[src/rtl/rr_fixed_arb.sv]
// N-requester arbiter with run-time fixed-priority / round-robin policy,
// registered one-hot grant and a bounded grant-hold (burst) limit.
module rr_fixed_arb #(
  parameter int N        = 4,
  parameter int MAX_HOLD = 4
) (
  input  logic                 clk,
  input  logic                 rst_n,
  input  logic [N-1:0]         req,
  input  logic                 mode,
  output logic [N-1:0]         gnt,
  output logic                 gnt_vld,
  output logic [$clog2(N)-1:0] gnt_id
);

  localparam int IW = $clog2(N);
  localparam int HW = $clog2(MAX_HOLD + 1);
  localparam logic [HW-1:0] HOLD_LAST = HW'(MAX_HOLD - 1);
  localparam logic [IW-1:0] PTR_RST   = IW'(N - 1);

  typedef enum logic {
    IDLE = 1'b0,
    BUSY = 1'b1
  } state_e;

  state_e        state;
  logic [HW-1:0] hold_cnt, hold_cnt_nxt;
  logic [IW-1:0] rr_ptr, rr_ptr_nxt;
  logic [N-1:0]  gnt_nxt;
  logic [IW-1:0] fp_idx, hi_idx, rr_idx, win_idx;
  logic          hi_found;
  logic          holder_req;

  // Outputs are decoded from the grant register only, so no req->output path.
  assign gnt_vld    = |gnt;
  assign state      = gnt_vld ? BUSY : IDLE;
  assign holder_req = |(req & gnt);

  always_comb begin
    gnt_id = '0;
    for (int i = 0; i < N; i++) begin
      if (gnt[i]) gnt_id = gnt_id | IW'(i);
    end
  end

  // Lowest set bit overall, and lowest set bit strictly above rr_ptr.
  // Round-robin takes the latter if it exists, otherwise wraps to the former,
  // which is exact for non-power-of-2 N.
  always_comb begin
    // NOTE: every combinational output gets a default first so no latch is inferred.
    fp_idx   = '0;
    hi_idx   = '0;
    hi_found = 1'b0;
    for (int i = N - 1; i >= 0; i--) begin
      if (req[i]) fp_idx = IW'(i);
      if (req[i] && (IW'(i) > rr_ptr)) begin
        hi_idx   = IW'(i);
        hi_found = 1'b1;
      end
    end
    rr_idx  = hi_found ? hi_idx : fp_idx;
    win_idx = mode ? rr_idx : fp_idx;
  end

  always_comb begin
    gnt_nxt      = gnt;
    hold_cnt_nxt = hold_cnt;
    rr_ptr_nxt   = rr_ptr;
    if (state == BUSY && holder_req && hold_cnt < HOLD_LAST) begin
      hold_cnt_nxt = hold_cnt + HW'(1);
    end else if (|req) begin
      gnt_nxt      = N'(1) << win_idx;
      hold_cnt_nxt = '0;
      rr_ptr_nxt   = win_idx;
    end else begin
      gnt_nxt      = '0;
      hold_cnt_nxt = '0;
    end
  end

  // NOTE: state registers use non-blocking assignments so all flops update together.
  always_ff @(posedge clk) begin
    if (!rst_n) begin
      gnt      <= '0;
      hold_cnt <= '0;
      rr_ptr   <= PTR_RST;
    end else begin
      gnt      <= gnt_nxt;
      hold_cnt <= hold_cnt_nxt;
      rr_ptr   <= rr_ptr_nxt;
    end
  end

endmodule
[config.mk]
export PLATFORM = sky130hd
export DESIGN_NAME = rr_fixed_arb
export DESIGN_NICKNAME = d
export VERILOG_FILES = /design/src/rtl/rr_fixed_arb.sv
export SDC_FILE = /design/constraint.sdc
export NUM_CORES = 1
export LEC_CHECK = 0
export BUFFER_PORTS_ARGS = -buffer_cell sky130_fd_sc_hd__buf_2
export CORE_MARGIN = 1
export CORE_UTILIZATION = 35
export CTS_BUF_LIST = sky130_fd_sc_hd__clkbuf_8
export CTS_CLUSTER_SIZE = 10
export DETAILED_ROUTE_END_ITERATION = 8
export SETUP_SLACK_MARGIN = 0.3
export SLEW_MARGIN = 5
export SYNTH_ARGS = -nofsm -noshare
export SYNTH_HDL_FRONTEND = slang
export SYNTH_SLANG_ARGS = --single-unit
[constraint.sdc]
create_clock -name clk -period 3.9 [get_ports clk]
set_input_delay 1.17 -clock clk [delete_from_list [all_inputs] [get_ports clk]]
set_output_delay 1.17 -clock clk [all_outputs]
set_load 0.005 [all_outputs]
==> qor.json <==
{
  "max-cap-violations": 0,
  "reg2reg_to": "rr_ptr[0]",
  "timing.hold.worst.start": "hold_cnt[0]",
  "r2r_setup_slack_ns": 2.50,
  "ctsLongestPathBuffers": 2,
  "floorplan.initialDensity": 0.3910,
  "top_cells_by_count_synth": "9 x sky130_fd_sc_hd__dfxtp_1, 6 x sky130_fd_sc_hd__inv_1, 4 x sky130_fd_sc_hd__nand2_1, 4 x sky130_fd_sc_hd__nor2_1",
  "end_kind": "primary output",
  "irDropWorstVdd_v": 0.0002168,
  "final-setup-viol-count": 0,
  "postLayoutSetupSlackWorst_ns": 1.579,
  "synthDominantCellAreaShare": 0.3372,
  "skew_ns": 0.003185,
  "multi_input_area_um2": 331.6,
  "netlist.top_cell.by_area": "sky130_fd_sc_hd__dfxtp_1",
  "synthCells": 58,
  "depth_of_the_worst_register_to_register_path": 4,
  "antenna_violating_nets_post_route": 0,
  "gp_routability_congestion": 0.7060,
  "reg2reg_from": "gnt[2]",
  "whs_endpoint": "hold_cnt[0]",
  "fraction_of_final_layout_cells_sized_beyond_drive_strength_1": 0.2933,
  "cts_tree": "built",
  "syn2layout_area_growth_pct": 24.12,
  "timing.critical_path.cells": "nor4_4, inv_1, buf_2",
  "die_w_um": 41.07,
  "route.detailed.drc": 0,
  "cp_data_arrival_time_ns": 1.15,
  "number_of_clock_buffers_inserted_by_tritoncts": 3,
  "synth_sequential_area_ratio": 0.3372,
  "grt_remaining_overflow": 0,
  "via_count": 492,
  "yosysWarnings": 0,
  "timing.final.hold_violations": 0,
  "post_synth_instance_area_um2": 534.3,
  "critical_path_type": "reg2out",
  "die-height_um": 41.07,
  "synth_ff_type": "sky130_fd_sc_hd__dfxtp_1",
  "slew_viols_final": 0,
  "synth_area_leaders": "sky130_fd_sc_hd__dfxtp_1 34%, sky130_fd_sc_hd__inv_1 4.2%, sky130_fd_sc_hd__nor4_4 4.0%",
  "port-buffer-count": 13,
  "synth_cell_type_count": 32,
  "drt_iter0_markers": 12,
  "status": "finished, final reports clean",
  "crit_path_start": "gnt[3]",
  "routed_wirelength_um": 1197,
  "critPathSlowestCell": "sky130_fd_sc_hd__dfxtp_1",
  "synthesis.nets": 66,
  "floorplan.io_pins": 14,
  "avg_wl_per_cell_um": 13.30,
  "final_core_util": 0.4853,
  "first_pass_grt_wire_length_um": 1621,
  "htree_levels": 1,
  "clk_latency_ns": 0.24,
  "post_drt_via_cell_ratio": 5.467,
  "ctsHoldBuffers": 0,
  "min_period_ns": 2.321,
  "placedCellCount": 86,
  "first_pass_iters": 4,
  "fp.dieArea_mm2": 0.001687,
  "grt_max_degree": 9,
  "worst_ep_required_time_ns": 2.73,
  "synth_edf_count": 0,
  "nFillCells": 150,
  "worst_setup_hold_path_clk_slew_ns": 0.05,
  "holdPathStages": 1,
  "antenna_cells": 0,
  "total_leakage_power_uw": 0.0003197,
  "crit_path_max_fanout": 5,
  "fin_setup_tns_ns": 0,
  "initial_antenna_violation_count": 0,
  "grt_pass1_vias": 395,
  "ctsResizeCount": 0,
  "core-area_mm2": 0.001366,
  "clk_root_buffer_cell": "sky130_fd_sc_hd__clkbuf_8",
  "synth-async-reset-ratio": 0,
  "syn-mean-instance-area_um2": 9.211,
  "synth.most_common_cell": "sky130_fd_sc_hd__dfxtp_1",
  "rows": 13,
  "critical_path.max_stage_delay_ns": 0.36,
  "max-slew-margin-rel": 0.7007,
  "worstSetupStartpointType": "register",
  "dpl_worst_slack_ns": 1.573,
  "nets": 84,
  "fmaxAchievable_ghz": 0.4308,
  "grt.total_usage": 0.1577,
  "hold_class": "reg2reg",
  "timing_worst_slew_pin_value_ns": 0.4452,
  "grt_setup_unrepaired": "false",
  "yosys_register_bits": 9,
  "ff_latch_area_um2": 180.2,
  "clkSinkCount": 9,
  "cts_post_setup_buffers_inserted": 0,
  "final_cells": 90,
  "dp_hpwl_um": 891.2,
  "layout_worst_path_cycle_share": 0.5952,
  "power_density_cells_mw_per_mm2": 433.2
}
==> kinds of logic after synthesis <==
family / synth area share
compound gates: 0.2810
xor+xnor: 0.01640
fa+ha+maj: 0.02342
buf+inv: 0.04215
flops: 0.3372
simple gates: 0.2998
==> cell usage in the layout, fill, tap and decap left out <==
master and count:
sky130_fd_sc_hd__nand2b_4 1, sky130_fd_sc_hd__or2_2 1, sky130_fd_sc_hd__o32ai_1 2, sky130_fd_sc_hd__nand3_1 1, sky130_fd_sc_hd__o21ai_0 2, sky130_fd_sc_hd__or4_4 1
sky130_fd_sc_hd__a21o_1 1, sky130_fd_sc_hd__nand3b_1 2, sky130_fd_sc_hd__ha_1 1, sky130_fd_sc_hd__nor3_1 2, sky130_fd_sc_hd__nor2b_1 1, sky130_fd_sc_hd__nand2b_1 2
sky130_fd_sc_hd__and3_1 1, sky130_fd_sc_hd__xnor2_1 1, sky130_fd_sc_hd__o211ai_1 1, sky130_fd_sc_hd__a22oi_1 2, sky130_fd_sc_hd__dfxtp_1 9, sky130_fd_sc_hd__nor4_4 1
sky130_fd_sc_hd__clkbuf_8 3, sky130_fd_sc_hd__and2_1 1, sky130_fd_sc_hd__nor4bb_1 1, sky130_fd_sc_hd__o31a_1 1, sky130_fd_sc_hd__buf_2 13, sky130_fd_sc_hd__a311oi_2 1
sky130_fd_sc_hd__inv_1 7, sky130_fd_sc_hd__a211oi_4 1, sky130_fd_sc_hd__a22o_1 2, sky130_fd_sc_hd__a211o_1 1, sky130_fd_sc_hd__a21oi_1 1, sky130_fd_sc_hd__nand2_1 4
sky130_fd_sc_hd__nor2_1 4, sky130_fd_sc_hd__o31ai_1 1, sky130_fd_sc_hd__or2_1 1, sky130_fd_sc_hd__o211a_1 1
==> report_power, final <==
part           leakage [uW]  total (uW)  switching, uW  internal, uW
Sequential        0.0000738         111           10.6           101
Combinational      0.000219        68.7           34.0          34.7
Clock             0.0000269         107           38.5          68.7
Total              0.000320         287           83.1           204
==> registers in the layout, indices dropped and copies added, names as in the netlist <==
signal and cells:
gnt 4, hold_cnt 3, rr_ptr 2
==> critical path: cells and delay by family (launching register included) <==
kind / cells / cell delay (ns)
flip-flops: 1 / 0.36
buffers and inverters: 2 / 0.20
AND/OR/NAND/NOR: 1 / 0.36
==> worst max path at each step <==
stage / depth (start not counted) / to / slack (ns)
floorplan: 4 / gnt[0] / 1.76
global placement: 5 / gnt[2] / 1.51
detailed placement: 5 / gnt[2] / 1.57
CTS: 3 / gnt_vld / 1.55
global route: 3 / gnt_vld / 1.49
finish: 3 / gnt_vld / 1.58
==> layout make-up <==
type / count / share of cell area
multi-input cells: 43 / 0.5000
flip-flops and latches: 9 / 0.2717
repair buffers: 13 / 0.09811
clock buffers: 3 / 0.06226
inverters: 6 / 0.03396
well taps: 15 / 0.02830
clock inverters: 1 / 0.005660
==> per-stage QoR <==
| step | area [um2] | power, uW | hold slack, ns |
|---|---|---|---|
| after global placement | 618.1 | 182.3 | 0.4336 |
| final | 663.1 | 287.3 | 0.4579 |
| after detailed placement | 618.1 | 182.1 | 0.4457 |
| after CTS | 663.1 | 290.2 | 0.4571 |
| after global routing | 663.1 | 303.4 | 0.4846 |
| after floorplan | 534.3 | 157.4 | 0.4174 |
==> metal layers <==
| layer | share of wire | GRT usage | up-vias |
|---|---|---|---|
| met5 | 0 | 0 | - |
| met4 | 0.034 | 0.1500 | 0 |
| met3 | 0.038 | 0.03261 | 4 |
| met2 | 0.43 | 0.2188 | 10 |
| met1 | 0.50 | 0.1968 | 229 |
| li1 | - | - | 249 |
Note: power is estimated with default switching activity, not from simulation.
